<file path="src/rtl/mul_div_unit.sv">
// Iterative MULT/MULTU/DIV/DIVU unit with HI/LO registers for the EX stage.
// Shift-add multiply and restoring divide, one bit per cycle, then a sign-fix/commit cycle.
module mul_div_unit #(
  parameter int WIDTH = 32,
  parameter int CNT_W = 6
) (
  input  logic             clk_i,
  input  logic             rst_i,
  input  logic             start_i,
  input  logic [1:0]       op_i,
  input  logic [WIDTH-1:0] RSdata_i,
  input  logic [WIDTH-1:0] RTdata_i,
  input  logic             HIwrite_i,
  input  logic             LOwrite_i,
  output logic             busy_o,
  output logic             done_o,
  output logic [WIDTH-1:0] HI_o,
  output logic [WIDTH-1:0] LO_o
);

  typedef enum logic [1:0] {IDLE, RUN, FIX} state_t;

  localparam logic [1:0] OP_MULT = 2'b00;
  localparam logic [1:0] OP_DIV  = 2'b10;

  state_t             state, state_nxt;
  logic [1:0]         op_q;
  logic               sign_a, sign_b, div0_q;
  logic [WIDTH-1:0]   a_q, b_q;
  logic [2*WIDTH-1:0] acc;
  logic [WIDTH:0]     rem;
  logic [CNT_W-1:0]   cnt;
  logic [WIDTH-1:0]   hi_q, lo_q;
  logic               done_q;

  logic               is_signed_in, sa_in, sb_in, div0_in;
  logic [WIDTH-1:0]   mag_a, mag_b;
  logic [WIDTH:0]     mul_sum, rem_sh, rem_sub;
  logic               rem_ge;
  logic [2*WIDTH-1:0] prod_fix;
  logic [WIDTH-1:0]   quot_fix, rem_fix;

  always_comb begin
    is_signed_in = ~op_i[0];
    sa_in        = is_signed_in & RSdata_i[WIDTH-1];
    sb_in        = is_signed_in & RTdata_i[WIDTH-1];
    mag_a        = sa_in ? -RSdata_i : RSdata_i;
    mag_b        = sb_in ? -RTdata_i : RTdata_i;
    div0_in      = op_i[1] && (RTdata_i == '0);
  end

  // Multiply: acc = {partial product, remaining multiplier bits}.
  // Divide: acc[WIDTH-1:0] shifts dividend bits out and quotient bits in.
  always_comb begin
    mul_sum  = {1'b0, acc[2*WIDTH-1:WIDTH]} + (acc[0] ? {1'b0, a_q} : '0);
    rem_sh   = {rem[WIDTH-1:0], acc[WIDTH-1]};
    rem_ge   = rem_sh >= {1'b0, b_q};
    rem_sub  = rem_sh - {1'b0, b_q};
    prod_fix = ((op_q == OP_MULT) && (sign_a ^ sign_b)) ? -acc : acc;
    quot_fix = ((op_q == OP_DIV) && (sign_a ^ sign_b)) ? -acc[WIDTH-1:0] : acc[WIDTH-1:0];
    rem_fix  = ((op_q == OP_DIV) && sign_a) ? -rem[WIDTH-1:0] : rem[WIDTH-1:0];
  end

  always_comb begin
    state_nxt = state;
    case (state)
      IDLE:    if (start_i) state_nxt = div0_in ? FIX : RUN;
      RUN:     if (cnt == CNT_W'(WIDTH - 1)) state_nxt = FIX;
      FIX:     state_nxt = IDLE;
      default: state_nxt = IDLE;
    endcase
  end

  always_ff @(posedge clk_i) begin
    if (rst_i) state <= IDLE;
    else       state <= state_nxt;
  end

  always_ff @(posedge clk_i) begin
    if (rst_i) begin
      op_q   <= '0;
      sign_a <= 1'b0;
      sign_b <= 1'b0;
      div0_q <= 1'b0;
      a_q    <= '0;
      b_q    <= '0;
      acc    <= '0;
      rem    <= '0;
      cnt    <= '0;
      hi_q   <= '0;
      lo_q   <= '0;
      done_q <= 1'b0;
    end else begin
      done_q <= 1'b0;
      case (state)
        IDLE: begin
          if (start_i) begin
            op_q   <= op_i;
            sign_a <= sa_in;
            sign_b <= sb_in;
            div0_q <= div0_in;
            // Divide-by-zero returns the raw dividend in HI, so keep it unconverted.
            a_q    <= div0_in ? RSdata_i : mag_a;
            b_q    <= mag_b;
            acc    <= op_i[1] ? {{WIDTH{1'b0}}, mag_a} : {{WIDTH{1'b0}}, mag_b};
            rem    <= '0;
            cnt    <= '0;
          end else begin
            if (HIwrite_i) hi_q <= RSdata_i;
            if (LOwrite_i) lo_q <= RSdata_i;
          end
        end
        RUN: begin
          cnt <= cnt + 1'b1;
          if (op_q[1]) begin
            acc[WIDTH-1:0] <= {acc[WIDTH-2:0], rem_ge};
            rem            <= rem_ge ? rem_sub : rem_sh;
          end else begin
            acc <= {mul_sum, acc[WIDTH-1:1]};
          end
        end
        FIX: begin
          done_q <= 1'b1;
          if (div0_q) begin
            hi_q <= a_q;
            lo_q <= '1;
          end else if (op_q[1]) begin
            hi_q <= rem_fix;
            lo_q <= quot_fix;
          end else begin
            {hi_q, lo_q} <= prod_fix;
          end
        end
        default: ;
      endcase
    end
  end

  assign busy_o = (state != IDLE);
  assign done_o = done_q;
  assign HI_o   = hi_q;
  assign LO_o   = lo_q;

endmodule

</file>
<file path="config.mk">
export PLATFORM = sky130hd
export DESIGN_NAME = mul_div_unit
export DESIGN_NICKNAME = d
export VERILOG_FILES = /design/src/rtl/mul_div_unit.sv
export SDC_FILE = /design/constraint.sdc
export NUM_CORES = 1
export LEC_CHECK = 0
export CAP_MARGIN = 10
export CORE_ASPECT_RATIO = 0.75
export CORE_UTILIZATION = 37
export CTS_CLUSTER_SIZE = 10
export DETAILED_ROUTE_END_ITERATION = 16
export HOLD_SLACK_MARGIN = 0.12
export PLACE_DENSITY_LB_ADDON = 0.3
export SYNTH_ARGS = -nofsm -noshare
export SYNTH_HDL_FRONTEND = slang
export SYNTH_SLANG_ARGS = --single-unit
</file>
<file path="constraint.sdc">
create_clock -name clk_i -period 5.7 [get_ports clk_i]
set_input_delay 1.14 -clock clk_i [delete_from_list [all_inputs] [get_ports clk_i]]
set_output_delay 1.14 -clock clk_i [all_outputs]
set_load 0.01 [all_outputs]
</file>
# Yosys cells after proc, flatten, opt, wreduce, memory -nomap -nowiden
# Index checks and enable logic that the tools add are counted.
[word_totals]
ff_bits = 238
in_bits = 71
[op_classes]
add_sub_neg = 8
order_cmp = 1
eq_ne = 11
n_mux = 33
n_bitwise = 4
n_reduce_logical = 17
[ops]
columns = ["operator", "count"]
rows = [
  ["$mux 32", 20],
  ["$pmux 32 s2", 3],
  ["$mux 64", 2],
  ["$neg 32->32", 4],
  ["$pmux 64 s2", 1],
  ["$neg 64->64", 1],
  ["$add 32x32->33", 1],
  ["$ge 33x32->1", 1],
  ["$logic_not 32->1", 1],
  ["$sub 32x32->32", 1],
  ["$ne 2x2->1 const B", 7],
  ["$pmux 6 s2", 1],
  ["$reduce_and 3->1", 4],
  ["$add 6x1->6 const B", 1],
  ["$eq 6x5->1 const B", 1],
  ["$mux 2", 3],
  ["$mux 6", 1],
  ["$reduce_and 2->1", 3],
  ["$reduce_bool 2->1", 3],
  ["$eq 2x2->1 const B", 2],
  ["$logic_and 1x1->1", 4],
  ["$logic_not 2->1", 2],
  ["$pmux 2 s2", 1],
  ["$and 1x1->1", 2],
  ["4 further kinds", 4],
]

# Logic depth before layout (Yosys ltp)
# Gate-level depths: netlist of run 1.
[depth]
word_depth = 6
mapped_depth = 15
depth_no_buf = 13

# Worst setup path after synthesis of run 1
# OpenSTA, ideal clock, no wires.
[synth_timing]
path_type = "in2reg"
startpoint = "input RSdata_i[1]"
endpoint = "register acc[18]"
setup_time_ns = 0.129
arrival_ns = 3.276
required_time_ns = 5.571
path_slack_ns = 2.295
path_stages = 11
cell_sequence = "inv_1 ha_1 or3b_2 or2_2 nor2b_1 nand2_1 or4_1 nand2_1 xnor2_1 a21oi_1 o22ai_1"
[synth_via]
elab_chain_len = 5
[synth_lines]
columns = ["item", "line_no", "source"]
rows = [
  ["from (decl)", "11", "input logic [WIDTH-1:0] RSdata_i,"],
  ["$neg 32->32", "47", "mag_a = sa_in ? -RSdata_i : RSdata_i;"],
  ["$mux 32", "47", ""],
  ["$mux 32", "105", "acc <= op_i[1] ? {{WIDTH{1'b0}}, mag_a} : {{WIDTH{1'b0}}, mag_b};"],
  ["$mux 64", "97", "if (start_i) begin"],
  ["$pmux 64 s2", "95", "case (state)"],
  ["to (signal assigned)", "105", ""],
  ["to (signal, indexed assignment)", "116", "acc[WIDTH-1:0] <= {acc[WIDTH-2:0], rem_ge};"],
  ["to (signal assigned)", "119", "acc <= {mul_sum, acc[WIDTH-1:1]};"],
  ["to (decl)", "30", "logic [2*WIDTH-1:0] acc;"],
]
# Every way passes these cells. The select of a mux whose other input is x is not followed.
# A chain may end at the register's enable or synchronous reset.

# Worst setup path in the final report of run 1
[layout_timing]
startpoint = "register acc[0]"
endpoint = "register acc[59]"
[layout_via]
elab_chain_len = 4
[layout_lines]
columns = ["item", "line_no", "source"]
rows = [
  ["$mux 32", "55", "mul_sum = {1'b0, acc[2*WIDTH-1:WIDTH]} + (acc[0] ? {1'b0, a_q} : '0);"],
  ["$add 32x32->33", "55", ""],
  ["$mux 32", "115", "if (op_q[1]) begin"],
  ["$pmux 64 s2", "95", ""],
]
# Every way passes these cells. The select of a mux whose other input is x is not followed.

==> impl_metrics.ini, run 1 <==
[run_status]
status = completed

[routing]
totalWireLength_um = 74470
drc = 0
ant_nets = 0
routed_via_density = 6.079
vias = 18578
routedWlPerCell_um = 24.37
drt_iter0_drc = 2159
first_pass_iters = 7

[floorplanning]
initial_core_util_pct = 37.81
die_w_um = 257.1
die_height_um = 193.3
core_sq_mm = 0.04774
die-area_sq_mm = 0.04969
ios = 137
core.rowCount = 69

[clock_network]
numCtsBuffers = 29
clk-insertion-delay-late_ns = 0.59
hold_buffers = 0
cts.sinks = 238
cts.path.max_buffers = 3
cts_resized = 0
cts_root_buffer = clkbuf_16
cts_max_level = 1
tritoncts = built
cts.clk_slew.worst_paths_ns = 0.06
cts_setup_buffers = 0

[worst_setup_path]
crit_top_cell = buf_4
worstPathRequired_ns = 6.17
slowest_stage = o41ai_1
setup.worst_path.start_class = register
crit_chain = buf_4 -> nand2_1 -> fa_1 -> nor2b_1 -> o31a_1 -> o31ai_1 -> buf_4 -> o41ai_1 -> nor2_1 -> a31oi_1 -> a311o_1 -> xor2_1 -> a22o_1
r2r_cells = 13
cp-startpoint = acc[0]
critPathCaptureType = register
r2r_slack_ns = 1.57
path_max_fanout = 32
r2r-end = acc[59]
crit-reg2reg-launch = acc[0]
path_class = register to register
cpPeakStageDelay_ns = 0.62
arrival_ns = 4.60

[run]
maxCapViolCount = 0

[pwr]
p_leak_nw = 7.741
peakVddDrop_uv = 224.3
cellPowerDensity_mw_per_mm2 = 241.1

[grt]
grt_pass1_vias = 16964
grt.total_usage_pct = 29.00
grt_pass1_wl_um = 110600
grt_start_max_net_pins = 104
antenna_found_initial = 3
gr-total-overflow = 0

[synth]
avgSynthCellArea_sq_um = 7.611
ys.warnings.count = 0
synth.distinct_cells = 91
ys_ff_latch = 238
synthCells = 2372
ys_seq_area_share_pct = 26.39
synth-edff-count = 0
async_flop_share_pct = 0
synth_fp_nets = 2514
synthFlopType = dfxtp_1
syn_area_sq_mm = 0.01805

[place]
gp_congestion = 0.9439
dp_hpwl_um = 56310
numPortBuffers = 136

[timing]
post-route-min-period_ns = 4.126
finalSetupTns_ns = 0
hold_violations = 0
finalCritPeriodShare_pct = 72.39
finalHoldWorstSlack_ns = 0.4543
fmax_mhz = 242.3
setup_viol = 0
rsz0062_at_grt = false
max-slew-margin-rel_pct = 22.38
drv_slew = 0
fin_skew_ns = 0.01205
tightest_slew_ns = 1.160

[final_layout]
multi_input_area_sq_mm = 0.01232
fillCellCount = 4802
seq_area_sq_mm = 0.004768
layout.nets = 2543
syn2layout_area_growth_pct = 14.44
final_layout_size_suffix_gt1_share_pct = 6.460

[hold_path]
worstHoldStart = HI_o[30]
holdPathEnd = HI_o[30]
hold_depth = 2
holdCritPathClass = register to register
how the worst max path moves through the flow:
| stage | to | slack [ns] | depth (start not counted) |
|---|---|---|---|
| 6_report | acc[59] | 1.57 | 13 |
| 3_5_place_dp | acc[18] | 1.14 | 12 |
| 3_3_place_gp | a_q[18] | 1.18 | 10 |
| 4_1_cts | HI_o[9] | 1.58 | 10 |
| 5_1_grt | acc[59] | 1.27 | 13 |
| 2_1_floorplan | acc[18] | 2.29 | 11 |
where the power goes:
| part | total, mW | internal [mW] | switching, mW |
|---|---|---|---|
| clock | 1.74 | 0.973 | 0.770 |
| sequential | 1.94 | 1.77 | 0.162 |
| combinational | 1.30 | 0.492 | 0.811 |
sequential cells by signal, indices dropped and copies added (netlist names):
register and flops:
rem 32, acc 64, HI_o 32, op_q 2, div0_q 1, done_o 1, LO_o 32, sign_b 1
cnt 6, sign_a 1, b_q 32, state 2, a_q 32
layer usage:
metal	global-route usage, %	part of all wire (%)	up-vias
li1	-	-	8689
met1	43.26	46	8813
met2	41.28	41	947
met3	6.564	10	129
met4	7.385	2.8	0
met5	0	0	-
per-stage QoR:
stage                     utilization [%]  power (mW)  worst slack, ns  instance area, sq um  std cells
final                               43.27       4.981            1.574                 20660       3056
after global routing                43.26       5.169            1.273                 20650       3054
after CTS                           43.25       4.958            1.582                 20650       3053
after detailed placement            41.50       3.230            1.142                 19810       3008
after global placement              41.50       3.222            1.178                 19810       3008
after floorplan                         -       2.705            2.295                 18050       2372
critical path, delay by kind of cell, from the launching register on:
family / cells / cell delay, ns
AOI/OAI and AO/OA: 6 / 1.85
DFF: 1 / 0.59
buffers and inverters: 2 / 0.56
and+or+nand+nor: 3 / 0.47
adders and majority gates: 1 / 0.44
xor gates and xnor gates: 1 / 0.09
logic make-up after synthesis:
group                    Yosys count  share of synthesized area, %
AO/OA/AOI/OAI                    717                         25.99
XOR/XNOR                         210                         10.19
adder cells (fa/ha/maj)           71                         5.004
buffers and inverters            247                         5.656
flip-flops                       238                         26.39
multiplexers                      88                         5.004
AND/OR/NAND/NOR                  801                         21.76
Yosys cell counts, types with 5 or more instances:
| master | instances | area [sq um] |
|---|---|---|
| or2_2 | 10 | 62.56 |
| a31oi_1 | 24 | 150.1 |
| nor2_1 | 259 | 972.2 |
| and3_1 | 12 | 75.07 |
| or3_1 | 35 | 219.0 |
| a22oi_1 | 16 | 120.1 |
| and2_1 | 37 | 231.5 |
| clkbuf_1 | 145 | 544.3 |
| inv_1 | 64 | 240.2 |
| ha_1 | 69 | 863.3 |
| buf_2 | 18 | 90.09 |
| a21oi_1 | 204 | 1021 |
| o31a_1 | 6 | 52.55 |
| or4_4 | 5 | 56.30 |
| nand3_1 | 41 | 205.2 |
| o211ai_1 | 18 | 135.1 |
| a222oi_1 | 15 | 150.1 |
| a311oi_1 | 20 | 175.2 |
| nand2_1 | 187 | 701.9 |
| buf_6 | 7 | 78.83 |
| dfxtp_1 | 238 | 4765 |
| buf_1 | 10 | 37.54 |
| o21ai_0 | 151 | 755.7 |
| o21ai_1 | 6 | 30.03 |
| mux2i_1 | 70 | 700.7 |
| nor4_1 | 27 | 168.9 |
| o31ai_1 | 19 | 142.6 |
| a21o_1 | 37 | 277.8 |
| nor2b_1 | 21 | 131.4 |
| o22ai_1 | 11 | 68.82 |
| a2111oi_0 | 7 | 61.31 |
| and4_1 | 6 | 52.55 |
| a211oi_1 | 68 | 510.5 |
| nand4_1 | 19 | 118.9 |
| mux2_2 | 18 | 202.7 |
| xnor2_1 | 105 | 919.6 |
| o41ai_1 | 9 | 78.83 |
| a22o_1 | 18 | 157.7 |
| or4_1 | 15 | 112.6 |
| a221oi_1 | 34 | 297.8 |
| nand3b_1 | 7 | 52.55 |
| nor3_1 | 70 | 350.3 |
| o21a_1 | 11 | 82.58 |
| xor2_1 | 105 | 919.6 |
| nand2b_1 | 20 | 125.1 |
cell usage in the layout, fill, tap and decap left out, types with 19 or more instances in the layout:
cell type and n:
buf_4 44, dfxtp_1 237, clkbuf_16 29, or3_1 35, a311oi_1 20, a31oi_1 24
a21o_1 37, clkdlybuf4s50_1 134, nand2b_1 19, nor3_1 68, nor2b_1 20, a211oi_1 68
ha_1 69, xor2_1 105, o21ai_0 151, nand2_1 187, inv_1 64, and2_1 36
a21oi_1 204, nor4_1 27, a221oi_1 34, mux2i_1 70, nand3_1 41, nand4_1 19
o31ai_1 19, nor2_1 256, xnor2_1 105
cell type report:
| cell class | instances | share of cell area (%) |
|---|---|---|
| timing repair buffer | 181 | 8.195 |
| inverter | 64 | 1.163 |
| clock inverter | 3 | 0.09085 |
| tap | 639 | 3.870 |
| clock buffer | 42 | 3.943 |
| sequential | 238 | 23.08 |
| multi-input combinational | 1887 | 59.63 |
| antenna | 2 | 0.02423 |
Note: power is estimated with default switching activity, not from simulation.
==> inputs of run 2 (changes only) <==
==> constraint.sdc (replaced) <==
create_clock -name clk_i -period 4.2 [get_ports clk_i]
set_input_delay 0.84 -clock clk_i [delete_from_list [all_inputs] [get_ports clk_i]]
set_output_delay 0.84 -clock clk_i [all_outputs]
set_load 0.01 [all_outputs]
==> impl_metrics.ini, run 2 (same netlist as run 1, synthesis figures left out) <==
[run_status]
status = completed

[pwr]
cell_internal_pwr_mw = 4.404
power_frac_comb_pct = 26.9
peakVddDrop_uv = 297.4
p_switching_mw = 2.409
p_leak_nw = 7.959
clkPwrFrac_pct = 34.9
seqPwrFrac_pct = 38.2
switching_share_pct = 35.36
cellPowerDensity_mw_per_mm2 = 324.7

[floorplanning]
core_sq_mm = 0.04774
die_height_um = 193.3
ios = 137
initial_core_util_pct = 37.81
die-area_sq_mm = 0.04969
core.rowCount = 69
die_w_um = 257.1

[clock_network]
cts_max_level = 1
hold_buffers = 0
cts.path.max_buffers = 3
cts_setup_buffers = 0
tritoncts = built
cts.sinks = 238
cts_root_buffer = clkbuf_16
numCtsBuffers = 29
clk-insertion-delay-late_ns = 0.60
cts_resized = 0
cts.clk_slew.worst_paths_ns = 0.06

[place]
gp_congestion = 1.017
dp_hpwl_um = 57260
numPortBuffers = 136
dp_cells = 3052
placed_cell_area_sq_mm = 0.02016

[routing]
met2WireLength_um = 30550
wl_met1_um = 32970
routedWlPerCell_um = 24.13
drc = 0
vias = 19104
routed_via_density = 6.169
top_layer = met5
first_pass_iters = 9
ant_nets = 0
wl_met3_um = 8672
totalWireLength_um = 74720
drt_iter0_drc = 2545

[final_layout]
seq_area_sq_mm = 0.004768
layout.nets = 2586
final_cell_mix = 256 x nor2_1, 237 x dfxtp_1, 204 x a21oi_1, 187 x nand2_1, 151 x o21ai_0
largest_reg_flops = 64
layout_commonest_cell = nor2_1
syn2layout_area_growth_pct = 16.23
multi_input_area_sq_mm = 0.01232
fillCellCount = 4778
final_layout_size_suffix_gt1_share_pct = 8.055
fin_area_sq_mm = 0.02098
fin_cells = 3097
antenna_cells = 0
post-route-util_pct = 43.95
top_register = acc

[grt]
grt_pass1_wl_um = 110400
grt.total_usage_pct = 28.82
grt_start_max_net_pins = 104
gr-total-overflow = 0
grt_pass1_vias = 17351
antenna_found_initial = 1

[timing]
finalHoldWorstSlack_ns = 0.4625
fmax_mhz = 260.0
tightest_slew_ns = 1.060
setup_viol = 0
drv_slew = 0
post-route-min-period_ns = 3.847
finalSetupTns_ns = 0
max-slew-margin-rel_pct = 28.97
finalCritPeriodShare_pct = 91.59
hold_violations = 0
rsz0062_at_grt = false
fin_skew_ns = 0.02532

[worst_setup_path]
arrival_ns = 4.29
path_buf_inv = 2
crit_chain = inv_1 -> ha_1 -> nand2_1 -> o31ai_1 -> a21oi_1 -> or2_2 -> nor3_1 -> a2bb2oi_4 -> buf_4 -> mux2i_1 -> o21ai_0
setup.worst_path.start_class = register
cpPeakStageDelay_ns = 0.73
path_class = register to register
slowest_stage = a2bb2oi_4
cp_top_family = compound AO/OA/AOI/OAI gates
critPathCaptureType = register
path_max_fanout = 29
worstPathRequired_ns = 4.64

[hold_path]
holdCritPathClass = register to register

[run]
maxCapViolCount = 0
[run 2: cell type report]
class	count	share of cell area, %
Multi-Input combinational cell	1887	58.71
Sequential cell	238	22.73
Timing Repair Buffer	224	9.678
Tap cell	639	3.810
Clock buffer	41	3.769
Inverter	64	1.145
Clock inverter	4	0.1670
[run 2: worst reg2reg max path: stages (launching register included)]
cell and delay, ns:
dfxtp_1 0.33, inv_1 0.07, ha_1 0.42, nand2_1 0.13, o31ai_1 0.40, a21oi_1 0.17, or2_2 0.32, nor3_1 0.41
a2bb2oi_4 0.73, buf_4 0.35, mux2i_1 0.27, o21ai_0 0.11
[run 2: metal layers]
metal  GRT usage (%)  vias to the layer above
met5           1.341                        -
met3           7.691                      157
met1           41.45                     9098
li1                -                     8765
met4           8.796                        2
met2           41.24                     1082
[run 2: worst paths after layout]
check	start	end	slack, ns	cells past startpoint
worst max-delay path	b_q[12]	rem[9]	0.35	11
worst min-delay path	HI_o[17]	HI_o[17]	0.46	2
worst max register to register	b_q[12]	rem[9]	0.35	11
worst min register to register	HI_o[17]	HI_o[17]	0.46	2
[run 2: power groups by stage]
| stage | logic, mW | clock network [mW] | registers (mW) |
|---|---|---|---|
| 6_report | 1.84 | 2.38 | 2.60 |
| 5_1_grt | 1.95 | 2.49 | 2.61 |
| 4_1_cts | 1.79 | 2.39 | 2.59 |
| 3_5_place_dp | 1.78 | 0 | 2.64 |
| 3_3_place_gp | 1.76 | 0 | 2.63 |
| 2_1_floorplan | 1.11 | 0 | 2.56 |
[run 2: stage by stage]
| step | power [mW] | setup slack, ns |
|---|---|---|
| 2_1_floorplan | 3.671 | 0.8195 |
| 5_1_grt | 7.053 | 0.1884 |
| 6_report | 6.813 | 0.3533 |
| 3_5_place_dp | 4.416 | 0.2405 |
| 4_1_cts | 6.771 | 0.4423 |
| 3_3_place_gp | 4.397 | 0.2912 |
==> inputs of run 3 (changes only) <==
--- a/config.mk
+++ b/config.mk
@@ -10,6 +10,7 @@
 export CORE_UTILIZATION = 37
 export CTS_CLUSTER_SIZE = 10
 export DETAILED_ROUTE_END_ITERATION = 16
+export GPL_TIMING_DRIVEN = 0
 export HOLD_SLACK_MARGIN = 0.12
 export PLACE_DENSITY_LB_ADDON = 0.3
 export SYNTH_ARGS = -nofsm -noshare
==> impl_metrics.ini, run 3 (same netlist as run 1, synthesis figures left out) <==
[pwr]
peakVddDrop_uv = 322.9
seqPwrFrac_pct = 37.1
power_frac_comb_pct = 27.3
p_leak_nw = 7.842
clkPwrFrac_pct = 35.6
switching_share_pct = 36.48
p_switching_mw = 2.572
cell_internal_pwr_mw = 4.478
cellPowerDensity_mw_per_mm2 = 335.7

[routing]
totalWireLength_um = 88100
routedWlPerCell_um = 27.72
ant_nets = 0
drt_iter0_drc = 2336
vias = 19699
first_pass_iters = 6
routed_via_density = 6.199
drc = 0

[floorplanning]
die_height_um = 193.3
core.rowCount = 69
ios = 137
die-area_sq_mm = 0.04969
core_sq_mm = 0.04774
initial_core_util_pct = 37.81
die_w_um = 257.1

[final_layout]
post-route-util_pct = 43.99
layout.nets = 2665
syn2layout_area_growth_pct = 16.34
final_cell_mix = 259 x nor2_1, 238 x dfxtp_1, 204 x a21oi_1, 187 x nand2_1, 151 x o21ai_0
largest_reg_flops = 64
top_register = acc
final_layout_size_suffix_gt1_share_pct = 5.634
fin_area_sq_mm = 0.02100
layout_commonest_cell = nor2_1

[place]
numPortBuffers = 117
place_ws_ns = -0.5601
dp_hpwl_um = 70080
gp_congestion = 1.038
placed_cell_area_sq_mm = 0.02003

[worst_setup_path]
critPathCaptureType = register
path_max_fanout = 8
worstPathRequired_ns = 4.59
setup.worst_path.start_class = register
arrival_ns = 4.58
path_class = register to register

[run]
maxCapViolCount = 0

[timing]
post-route-min-period_ns = 4.184
hold_violations = 0
fin_skew_ns = 0.06680
fmax_mhz = 239.0
drv_slew = 0
finalHoldWorstSlack_ns = 0.4724
setup_viol = 0
tightest_slew_ns = 1.250
max-slew-margin-rel_pct = 16.64
finalCritPeriodShare_pct = 99.62
rsz0062_at_grt = false
worst_slack_ns = 0.01575

[clock_network]
cts_setup_buffers = 0
cts.clk_slew.worst_paths_ns = 0.06
cts.sinks = 238
cts_root_buffer = clkbuf_16
numCtsBuffers = 30
cts.path.max_buffers = 3
cts_max_level = 1
clk-insertion-delay-late_ns = 0.63
tritoncts = built
hold_buffers = 0

[grt]
grt_pass1_vias = 18260
antenna_found_initial = 3
grt.total_usage_pct = 34.15
grt_start_max_net_pins = 18
gr-total-overflow = 0
grt_pass1_wl_um = 125600

[hold_path]
holdCritPathClass = register to register

[run_status]
status = completed
==> run 3: cell count changes in the layout (fill, tap and decap cells not counted), sizes merged <==
cell,delta
inv,-1
clkdlybuf4s50,-19
buf,-54
dlygate4sd1,+1
clkinvlp,+1
dlymetal6s2s,+2
diode,+1
clkbuf,+149
clkinv,+1
==> run 3: path summary, 6_finish.rpt <==
check / depth (start not counted) / slack, ns / end / start
min: 2 / 0.47 / b_q[0] / b_q[0]
min reg2reg: 2 / 0.47 / b_q[0] / b_q[0]
max: 9 / 0.02 / HI_o[15] / acc[1]
max reg2reg: 9 / 0.02 / HI_o[15] / acc[1]
==> run 3: what timing repair did <==
item                                    in CTS  in global routing
pin swaps                                    0                  1
resized for setup                            5                 10
endpoints found under the hold margin        0                  0
endpoints found under the setup margin      17                 21
==> run 3: area by class of cell <==
type | count | area [sq um]
timing repair buffer | 119 | 1186
multi-input combinational | 1887 | 12310
tap | 639 | 799.5
buffer | 183 | 787.0
antenna | 1 | 2.502
clock inverter | 5 | 52.55
clock buffer | 42 | 855.8
fill | 4896 | 26740
inverter | 64 | 240.2
sequential | 238 | 4765
==> run 3: metal layers <==
metal / vias to the layer above / GRT usage (%) / part of all wire [%]
met3: 142 / 8.608 / 10
met2: 1006 / 48.52 / 40
met5: - / 0 / 0.015
met4: 2 / 9.546 / 3.0
li1: 8939 / - / -
met1: 9610 / 50.21 / 46
==> run 3: metrics by stage <==
| step | total power [mW] | TNS (ns) | cells |
|---|---|---|---|
| 6_report | 7.051 | 0 | 3178 |
| 5_1_grt | 7.274 | 0 | 3178 |
| 4_1_cts | 6.977 | 0 | 3175 |
| 3_5_place_dp | 4.495 | -10.05 | 3128 |
| 3_3_place_gp | 4.480 | -10.40 | 3128 |
| 2_1_floorplan | 3.671 | 0 | 2372 |
==> run 3: critical path: stages, from the launching register on <==
cell and delay [ns]:
dfxtp_1 0.29, clkbuf_1 0.23, nor4_1 0.74, nand4_1 0.37, nor3_2 0.60, nand2_1 0.27
o41ai_1 0.63, o31ai_1 0.19, a221oi_1 0.50, a211oi_1 0.15
==> run 3: power by group through the flow <==
stage	Clock [mW]	Sequential [mW]	Combinational (mW)
floorplan	0	2.56	1.11
global placement	0	2.64	1.84
detailed placement	0	2.65	1.85
CTS	2.52	2.60	1.86
global route	2.62	2.62	2.03
finish	2.51	2.61	1.92
